--- config.mk ---
export PLATFORM = sky130hd
export DESIGN_NAME = intraloop_sched
export DESIGN_NICKNAME = d
export VERILOG_FILES = /design/src/rtl/intraloop_pkg.sv /design/src/rtl/intraloop_inflight.sv /design/src/rtl/intraloop_sched.sv
export SDC_FILE = /design/constraint.sdc
export NUM_CORES = 1
export LEC_CHECK = 0
export ABC_AREA = 1
export CAP_MARGIN = 40
export CORE_ASPECT_RATIO = 2
export CORE_MARGIN = 2
export CORE_UTILIZATION = 69
export DETAILED_ROUTE_END_ITERATION = 6
export DONT_BUFFER_PORTS = 1
export GPL_TIMING_DRIVEN = 0
export PLACE_DENSITY = 0.85
export SLEW_MARGIN = 20
export SYNTH_ARGS = -nofsm -noshare
export SYNTH_HDL_FRONTEND = slang
export SYNTH_SLANG_ARGS = --single-unit
--- constraint.sdc ---
create_clock -name clk -period 2.6 [get_ports clk]
set_input_delay 0.52 -clock clk [delete_from_list [all_inputs] [get_ports clk]]
set_output_delay 0.52 -clock clk [all_outputs]
set_load 0.02 [all_outputs]
--- src/rtl/intraloop_pkg.sv ---
// rtl/intraloop_pkg.sv - shared types and constants for the intra-loop block scheduler
package intraloop_pkg;

  localparam int BLKIDX_W        = 5;
  localparam int DEF_LUMA_BLKS   = 16;
  localparam int DEF_CHROMA_BLKS = 8;

  typedef enum logic [2:0] {
    ST_IDLE,
    ST_LUMA_ISSUE,
    ST_LUMA_WAIT,
    ST_CHROMA_ISSUE,
    ST_DRAIN,
    ST_MB_END
  } state_e;

endpackage

--- src/rtl/intraloop_inflight.sv ---
// rtl/intraloop_inflight.sv - saturating up/down count of outstanding blocks
// A decrement at zero leaves the count alone and latches underflow until reset.
module intraloop_inflight (
  input  logic       clk,
  input  logic       rst,
  input  logic       inc,
  input  logic       dec,
  output logic [3:0] count,
  output logic [3:0] count_next,
  output logic       underflow
);

  logic [3:0] count_q, count_d;
  logic       uf_q, uf_d;

  always_comb begin
    count_d = count_q;
    uf_d    = uf_q;
    if (inc && !dec) begin
      if (count_q != 4'hF) count_d = count_q + 4'd1;
    end else if (dec && !inc) begin
      if (count_q == 4'd0) uf_d = 1'b1;
      else                 count_d = count_q - 4'd1;
    end
  end

  always_ff @(posedge clk or posedge rst) begin
    if (rst) begin
      count_q <= 4'd0;
      uf_q    <= 1'b0;
    end else begin
      count_q <= count_d;
      uf_q    <= uf_d;
    end
  end

  assign count      = count_q;
  assign count_next = count_d;
  assign underflow  = uf_q;

endmodule

--- src/rtl/intraloop_sched.sv ---
// rtl/intraloop_sched.sv - issues luma blocks one at a time, then chroma blocks pipelined
// INTRALOOP_SCHED_STATS_EN adds the stall_cycles output.
module intraloop_sched
  import intraloop_pkg::*;
#(
  parameter int MBNUM_W      = 13,
  parameter int LUMA_BLKS    = DEF_LUMA_BLKS,
  parameter int CHROMA_BLKS  = DEF_CHROMA_BLKS,
  parameter int MAX_INFLIGHT = 4
) (
  input  logic                clk,
  input  logic                reset,
  input  logic                enable,
  input  logic [MBNUM_W-1:0]  frame_mbs,
  output logic                issue_valid,
  input  logic                issue_ready,
  output logic [MBNUM_W-1:0]  issue_mbnumber,
  output logic [BLKIDX_W-1:0] issue_blkidx,
  output logic                issue_chroma,
  input  logic                recon_done,
  output logic [3:0]          inflight,
  output logic                mb_done,
  output logic                frame_done,
  output logic                busy,
`ifdef INTRALOOP_SCHED_STATS_EN
  output logic [31:0]         stall_cycles,
`endif
  output logic                err
);

  localparam logic [BLKIDX_W-1:0] LUMA_LAST   = BLKIDX_W'(LUMA_BLKS - 1);
  localparam logic [BLKIDX_W-1:0] CHROMA_LAST = BLKIDX_W'(CHROMA_BLKS - 1);
  localparam logic [BLKIDX_W-1:0] BLK_ONE     = BLKIDX_W'(1);
  localparam logic [MBNUM_W-1:0]  MB_ONE      = MBNUM_W'(1);
  localparam logic [3:0]          MAX_CNT     = 4'(MAX_INFLIGHT);

  state_e              state_q, state_d;
  logic [MBNUM_W-1:0]  frame_mbs_q, frame_mbs_d;
  logic [MBNUM_W-1:0]  mbnum_q, mbnum_d;
  logic [BLKIDX_W-1:0] blkidx_q, blkidx_d;
  logic                chroma_q, chroma_d;
  logic                valid_q, valid_d;
  logic                mb_done_q, mb_done_d;
  logic                frame_done_q, frame_done_d;
  logic                busy_q, busy_d;
  logic                handshake, last_mb;
  logic [3:0]          inflight_nxt;

  assign handshake = valid_q & issue_ready;
  assign last_mb   = (mbnum_q == frame_mbs_q - MB_ONE);

  intraloop_inflight u_inflight (
    .clk        (clk),
    .rst        (reset),
    .inc        (handshake),
    .dec        (recon_done),
    .count      (inflight),
    .count_next (inflight_nxt),
    .underflow  (err)
  );

  always_comb begin
    state_d      = state_q;
    frame_mbs_d  = frame_mbs_q;
    mbnum_d      = mbnum_q;
    blkidx_d     = blkidx_q;
    chroma_d     = chroma_q;
    valid_d      = valid_q;
    mb_done_d    = 1'b0;
    frame_done_d = 1'b0;
    case (state_q)
      ST_IDLE: begin
        if (enable) begin
          frame_mbs_d = frame_mbs;
          mbnum_d     = '0;
          blkidx_d    = '0;
          chroma_d    = 1'b0;
          if (frame_mbs == '0) frame_done_d = 1'b1;
          else                 state_d      = ST_LUMA_ISSUE;
        end
      end
      ST_LUMA_ISSUE: begin
        if (!valid_q) begin
          valid_d = 1'b1;
        end else if (issue_ready) begin
          valid_d = 1'b0;
          state_d = ST_LUMA_WAIT;
        end
      end
      ST_LUMA_WAIT: begin
        if (recon_done) begin
          if (blkidx_q == LUMA_LAST) begin
            blkidx_d = '0;
            chroma_d = 1'b1;
            state_d  = ST_CHROMA_ISSUE;
          end else begin
            blkidx_d = blkidx_q + BLK_ONE;
            state_d  = ST_LUMA_ISSUE;
          end
        end
      end
      ST_CHROMA_ISSUE: begin
        // Valid is registered, so gate it on next cycle's count to avoid overshooting the window.
        if (handshake) begin
          if (blkidx_q == CHROMA_LAST) begin
            valid_d = 1'b0;
            state_d = ST_DRAIN;
          end else begin
            blkidx_d = blkidx_q + BLK_ONE;
            valid_d  = (inflight_nxt < MAX_CNT);
          end
        end else if (!valid_q) begin
          valid_d = (inflight_nxt < MAX_CNT);
        end
      end
      ST_DRAIN: begin
        if (inflight == 4'd0) begin
          mb_done_d    = 1'b1;
          frame_done_d = last_mb;
          state_d      = ST_MB_END;
        end
      end
      ST_MB_END: begin
        blkidx_d = '0;
        chroma_d = 1'b0;
        if (last_mb) begin
          mbnum_d = '0;
          state_d = ST_IDLE;
        end else begin
          mbnum_d = mbnum_q + MB_ONE;
          state_d = ST_LUMA_ISSUE;
        end
      end
      default: state_d = ST_IDLE;
    endcase
    busy_d = (state_d != ST_IDLE);
  end

  always_ff @(posedge clk or posedge reset) begin
    if (reset) begin
      state_q      <= ST_IDLE;
      frame_mbs_q  <= '0;
      mbnum_q      <= '0;
      blkidx_q     <= '0;
      chroma_q     <= 1'b0;
      valid_q      <= 1'b0;
      mb_done_q    <= 1'b0;
      frame_done_q <= 1'b0;
      busy_q       <= 1'b0;
    end else begin
      state_q      <= state_d;
      frame_mbs_q  <= frame_mbs_d;
      mbnum_q      <= mbnum_d;
      blkidx_q     <= blkidx_d;
      chroma_q     <= chroma_d;
      valid_q      <= valid_d;
      mb_done_q    <= mb_done_d;
      frame_done_q <= frame_done_d;
      busy_q       <= busy_d;
    end
  end

  assign issue_valid    = valid_q;
  assign issue_mbnumber = mbnum_q;
  assign issue_blkidx   = blkidx_q;
  assign issue_chroma   = chroma_q;
  assign mb_done        = mb_done_q;
  assign frame_done     = frame_done_q;
  assign busy           = busy_q;

`ifdef INTRALOOP_SCHED_STATS_EN
  logic [31:0] stall_q, stall_d;

  always_comb begin
    stall_d = stall_q;
    if (state_q == ST_IDLE && state_d != ST_IDLE) stall_d = '0;
    else if (valid_q && !issue_ready && stall_q != '1) stall_d = stall_q + 32'd1;
  end

  always_ff @(posedge clk or posedge reset) begin
    if (reset) stall_q <= '0;
    else       stall_q <= stall_d;
  end

  assign stall_cycles = stall_q;
`endif

endmodule

==> out/results.ini, run 1 <==
[run_status]
status = complete, no violations

[detailed_routing]
first_pass_iters = 4
drc = 0
wl_um = 7030
via_per_inst = 5.63
drt_iter0_drc = 61
antenna_left = 0
wire_per_inst_um = 14.4
num_vias = 2751

[power_and_ir_drop]
p_per_area_nw_per_um2 = 888
static-leakage-power_uw = 0.00164
ir_drop_v = 0.000635
total_power_uw = 2860

[cells_and_area]
seq_area_um2 = 1100
multiInputGateArea_um2 = 1630
utilization = 0.750
num_antenna_cells = 0
nets = 459
fillerInstances = 358
area_growth_pct = 6.58
drive_gt1_frac = 0.117
finalNonFillerCells = 489

[placement]
gp_congestion = 0.929
io_buffer_count = 0
dp_cells = 481
hpwl_um = 5620

[timing]
slew-limit-headroom = 0.684
hold_viol_final = 0
fin_skew_ns = 0.00913
fin_setup_tns_ns = 0
hold_slack_ns = 0.0109
setup_viol = 0
fmax_mhz = 470
rsz0062_at_grt = no
report.final.slew_viol_count = 0
post-route-min-period_ns = 2.13
finalCritPeriodShare = 0.818
worst_slew_pin_slew_ns = 0.474

[clocking]
cts_sinks = 44
numCtsBuffers = 5
holdBufCountCts = 0
clock_tree.root_cell = clkbuf_8
cts_tree = done
cts_resized = 0
clkLatencyLatePin_ns = 0.30
htree_levels = 2
cts.clk_slew.worst_paths_ns = 0.09
clock_path_buffers = 2
post-cts-setup-buffers = 0

[floorplan]
coreArea_um2 = 4300
design.die.area_um2 = 4960
num_rows = 34
die_h_um = 97.6
num_io_pins = 46
dieWidth_um = 50.8
initial_utilization = 0.704

[global_routing]
grt_use_total = 0.309
antenna_found_initial = 0
grt_pass1_vias = 2868
grt_pass1_wl_um = 11800
grt.overflow.total = 0
grt_max_degree = 36

[setup_path]
arrival_ns = 2.33
end_kind = register
critical-path-max-stage-delay_ns = 0.40
crit_chain = inv_2, ha_1, inv_1, nor2_1, nand3_1, nand3_1, nand2_1, nor2_1, nand2_1, nor2_4, nand2_2, buf_6, nand3_2, nand2_2
critPathKind = reg -> reg
path_max_fanout = 10
cp-start-kind = register
slowest_stage = dfrtp_1
crit_required_ns = 2.80

[logic_synthesis]
ys_seq_elements = 44
seq_area_frac_synth = 0.364
avgSynthCellArea_um2 = 7.10
yosysWarnings = 0
synth_nets = 451
synth_cell_type_count = 28
syn-cell-area_um2 = 3030
syn-instance-count = 426

[worst_hold_path]
hold_class = in -> async

[flow_run]
drv_cap = 0

synthesized netlist by cell type, drive strengths merged:
library cell | number | share of area
clkbuf | 5 | 0.0062
inv | 67 | 0.083
nor4 | 2 | 0.0041
nand2 | 115 | 0.16
nand3b | 1 | 0.0025
o21ai | 27 | 0.045
nand3 | 49 | 0.098
xor2 | 19 | 0.055
buf | 3 | 0.0070
nor2 | 49 | 0.073
dfrtp | 44 | 0.36
a31oi | 2 | 0.0041
a21oi | 12 | 0.020
nor3 | 8 | 0.015
ha | 7 | 0.029
nand4 | 10 | 0.021
o221ai | 1 | 0.0029
xnor2 | 4 | 0.012
or2 | 1 | 0.0021
cells in the final DEF, fill, tap and decap left out, drive strengths merged:
cell type  count
a21oi         12
a31oi          2
buf            4
bufinv         1
clkbuf        10
clkinv         1
clkinvlp       1
dfrtp         44
ha             7
inv           67
nand2        115
nand3         49
nand3b         1
nand4         10
nor2          49
nor3           8
nor4           2
o21ai         27
o221ai         1
or2            1
xnor2          4
xor2          19
per-layer routing:
layer	vias to the layer above	global-route usage	routed length [um]
li1	1372	-	-
met1	1272	0.299	2500
met2	81	0.554	3770
met3	26	0.0815	420
met4	0	0.185	334
met5	-	0	0
worst max-delay path, delay by kind of cell, from the launching register on:
kind	cells	cell delay (ns)
DFF	1	0.40
adders and majority gates	1	0.32
buffers and inverters	3	0.41
and+or+nand+nor	10	0.88
state kept, by name, summed over array words and instances, names as in the netlist:
| register | count |
|---|---|
| busy | 1 |
| frame_done | 1 |
| frame_mbs_q | 13 |
| issue_blkidx | 5 |
| issue_chroma | 1 |
| issue_mbnumber | 13 |
| issue_valid | 1 |
| mb_done | 1 |
| state_q | 3 |
| u_inflight.count | 4 |
| u_inflight.underflow | 1 |
worst paths after layout:
path / from / to / slack, ns / cells past startpoint
max in group asynchronous: reset / busy$_DFF_PP0_ / 2.14 / 2
min in group clk: frame_mbs[1] / frame_mbs_q[1]$_DFFE_PP0P_ / 0.37 / 2
setup / recovery: frame_mbs_q[0]$_DFFE_PP0P_ / issue_mbnumber[2]$_DFFE_PP0P_ / 0.47 / 14
setup reg to reg: frame_mbs_q[0]$_DFFE_PP0P_ / issue_mbnumber[2]$_DFFE_PP0P_ / 0.47 / 14
hold / removal: reset / frame_done$_DFF_PP0_ / 0.01 / 1
hold reg to reg: frame_mbs_q[12]$_DFFE_PP0P_ / frame_mbs_q[12]$_DFFE_PP0P_ / 0.54 / 2
power breakdown:
group          total, uW  switching [uW]  internal, uW
Combinational       1150             752           395
Sequential          1180             315           869
Clock                532             247           285
area by class of cell:
cell class,instances,share of cell area
Clock buffer,5,0.0213
Buffer,8,0.0124
Clock inverter,3,0.0132
Inverter,67,0.0780
Sequential cell,44,0.341
Timing Repair Buffer,1,0.00621
Tap cell,54,0.0210
Multi-Input combinational cell,307,0.506
metrics by stage:
stage	instance area, um2	setup WS [ns]
floorplan	3030	0.820
global placement	3090	0.561
detailed placement	3110	0.525
CTS	3220	0.493
global route	3220	0.270
finish	3220	0.472
cell families (layout without fill, tap and decap cells):
kind of cell / after synthesis / count (layout) / share of synthesized area
AOI/OAI and AO/OA: 42 / 42 / 0.0715
xor gates and xnor gates: 23 / 23 / 0.0666
adders and majority gates: 7 / 7 / 0.0289
buffers and inverters: 75 / 84 / 0.0964
DFF: 44 / 44 / 0.364
and+or+nand+nor: 235 / 235 / 0.373
No activity file was read; power rests on OpenSTA's default activity.
==> run 2: changes to the inputs <==
CORE_UTILIZATION = 58   (was 69)
PLACE_DENSITY = 0.76   (was 0.85)
clock period = 1.9 ns   (was 2.6 ns; I/O delays follow)
==> out/results.ini, run 2 (synthesis gave the netlist of run 1 again) <==
[run_status]
status = finished, violations left
violations = setup timing

[floorplan]
coreArea_um2 = 5090
num_rows = 37
die_h_um = 106
num_io_pins = 46
initial_utilization = 0.594
dieWidth_um = 55.1
design.die.area_um2 = 5850

[setup_path]
path_delay_family = simple AND/OR/NAND/NOR gates
cp-start-kind = register
crit_chain = inv_1, nand2_1, nand2_1, xor2_1, nor2_1, nand2_2, nor2_4, nand2_4, clkbuf_16, nand3_2, nand2_2
end_kind = register
slowest_stage = dfrtp_2
timing.rr.start = issue_mbnumber[4]$_DFFE_PP0P_
crit_required_ns = 2.10
arrival_ns = 2.13
critical-path-max-stage-delay_ns = 0.50
path_max_fanout = 6
reg2reg_setup_slack_ns = -0.03
r2r-end = issue_mbnumber[8]$_DFFE_PP0P_
worstRegToRegCells = 11
cp.buffers_inverters = 2
critPathKind = reg -> reg

[cells_and_area]
fillerInstances = 422
seq_area_um2 = 1120
nets = 477
num_antenna_cells = 0
mostFrequentLayoutCell = nand2_1
drive_gt1_frac = 0.247
final_cell_mix = nand2_1, inv_1, nand3_1, nor2_1, dfrtp_1
finalNonFillerCells = 511
area_growth_pct = 17.7
multiInputGateArea_um2 = 1800

[clocking]
clock_path_buffers = 2
clock_tree.root_cell = clkbuf_8
htree_levels = 2
cts_sinks = 44
clkLatencyLatePin_ns = 0.31
cts.clk_slew.worst_paths_ns = 0.09
numCtsBuffers = 5
cts_tree = done

[placement]
io_buffer_count = 0
place_ws_ns = -0.194
gp_congestion = 0.980
hpwl_um = 5890
dp_cells = 485

[timing]
post-route-min-period_ns = 1.93
report.final.slew_viol_count = 0
worst_slew_pin_slew_ns = 0.600
setup_viol = 8
slew-limit-headroom = 0.600
layout_setup_ws_ns = -0.0284
rsz0062_at_grt = yes
fmax_mhz = 519
hold_slack_ns = 0.215
fin_skew_ns = 0.00926
hold_viol_final = 0
finalCritPeriodShare = 1.01

[global_routing]
grt_max_degree = 35
met2_usage = 0.503
antenna_found_initial = 0
grt_use_total = 0.281
grt.overflow.total = 0
grt.met3_usage = 0.0716
grt_pass1_wl_um = 11900
grt_pass1_vias = 2685
met1_usage = 0.271
busiest_layer = met2

[worst_hold_path]
hp-start = frame_mbs[2]
hold_class = in -> reg
whs_endpoint = frame_mbs_q[2]$_DFFE_PP0P_
hold_depth = 2

[detailed_routing]
wl_um = 8020
num_vias = 2849
drt_iter0_drc = 110
wire_per_inst_um = 15.7
via_per_inst = 5.58
antenna_left = 0
first_pass_iters = 4
drc = 0

[power_and_ir_drop]
ir_drop_v = 0.00130
static-leakage-power_uw = 0.00177
total_power_uw = 4320
p_per_area_nw_per_um2 = 1210

[flow_run]
drv_cap = 0

[run 2: changes by cell type in the layout (fill, tap and decap cells not counted), moves of 3 or more]
cell | previous run | this run
nor2_1 | 42 | 34
nand2_2 | 15 | 21
nand2_1 | 99 | 90
buf_4 | 0 | 16
nand2_4 | 1 | 4
dfrtp_2 | 0 | 15
nand3_1 | 39 | 35
dfrtp_1 | 44 | 29
inv_1 | 63 | 60
nor2_4 | 4 | 10
[run 2: routing by layer]
layer	vias to the layer above	part of all wire
met1	1324	0.34
met2	94	0.54
met4	0	0.060
met5	-	0
li1	1401	-
met3	30	0.058
[run 2: worst max-delay path by stage]
stage	start	endpoint	slack [ns]	cells after the start
2_1_floorplan	frame_mbs_q[0]$_DFFE_PP0P_	issue_mbnumber[2]$_DFFE_PP0P_	0.12	14
3_5_place_dp	frame_mbs_q[0]$_DFFE_PP0P_	busy$_DFF_PP0_	-0.19	13
4_1_cts	frame_mbs_q[0]$_DFFE_PP0P_	busy$_DFF_PP0_	-0.02	13
6_report	issue_mbnumber[4]$_DFFE_PP0P_	issue_mbnumber[8]$_DFFE_PP0P_	-0.03	11
3_3_place_gp	frame_mbs_q[0]$_DFFE_PP0P_	busy$_DFF_PP0_	-0.17	13
5_1_grt	issue_mbnumber[4]$_DFFE_PP0P_	issue_mbnumber[8]$_DFFE_PP0P_	-0.14	11
[run 2: power breakdown]
part	switching, uW	internal [uW]	total (uW)	leakage [uW]
combinational	1230	754	1980	0.00118
sequential	490	1210	1700	0.000542
clock	348	296	644	0.0000445
total	2070	2260	4320	0.00177
[run 2: cell type report]
type | count | share of cell area
Multi-Input combinational cell | 307 | 0.505
Sequential cell | 44 | 0.315
Inverter | 67 | 0.0714
Timing Repair Buffer | 19 | 0.0492
Clock buffer | 7 | 0.0243
Tap cell | 58 | 0.0204
Buffer | 8 | 0.0127
Clock inverter | 1 | 0.00211
[run 2: stage by stage]
stage | util | area (um2) | TNS, ns
2_1_floorplan | - | 3030 | 0
3_3_place_gp | 0.608 | 3100 | -1.59
3_5_place_dp | 0.612 | 3120 | -1.94
4_1_cts | 0.638 | 3250 | -0.0178
5_1_grt | 0.699 | 3560 | -1.57
6_report | 0.699 | 3560 | -0.133
[run 2: timing repair]
| item | in CTS | in global routing |
|---|---|---|
| gates resized for setup | 8 | 55 |
| gates cloned | 0 | 1 |
| endpoints found under the setup margin | 16 | 24 |
| endpoints found under the hold margin | 10 | 0 |
| buffers inserted | 0 | 16 |
| hold buffers | 1 | 0 |
| pin swaps | 0 | 25 |
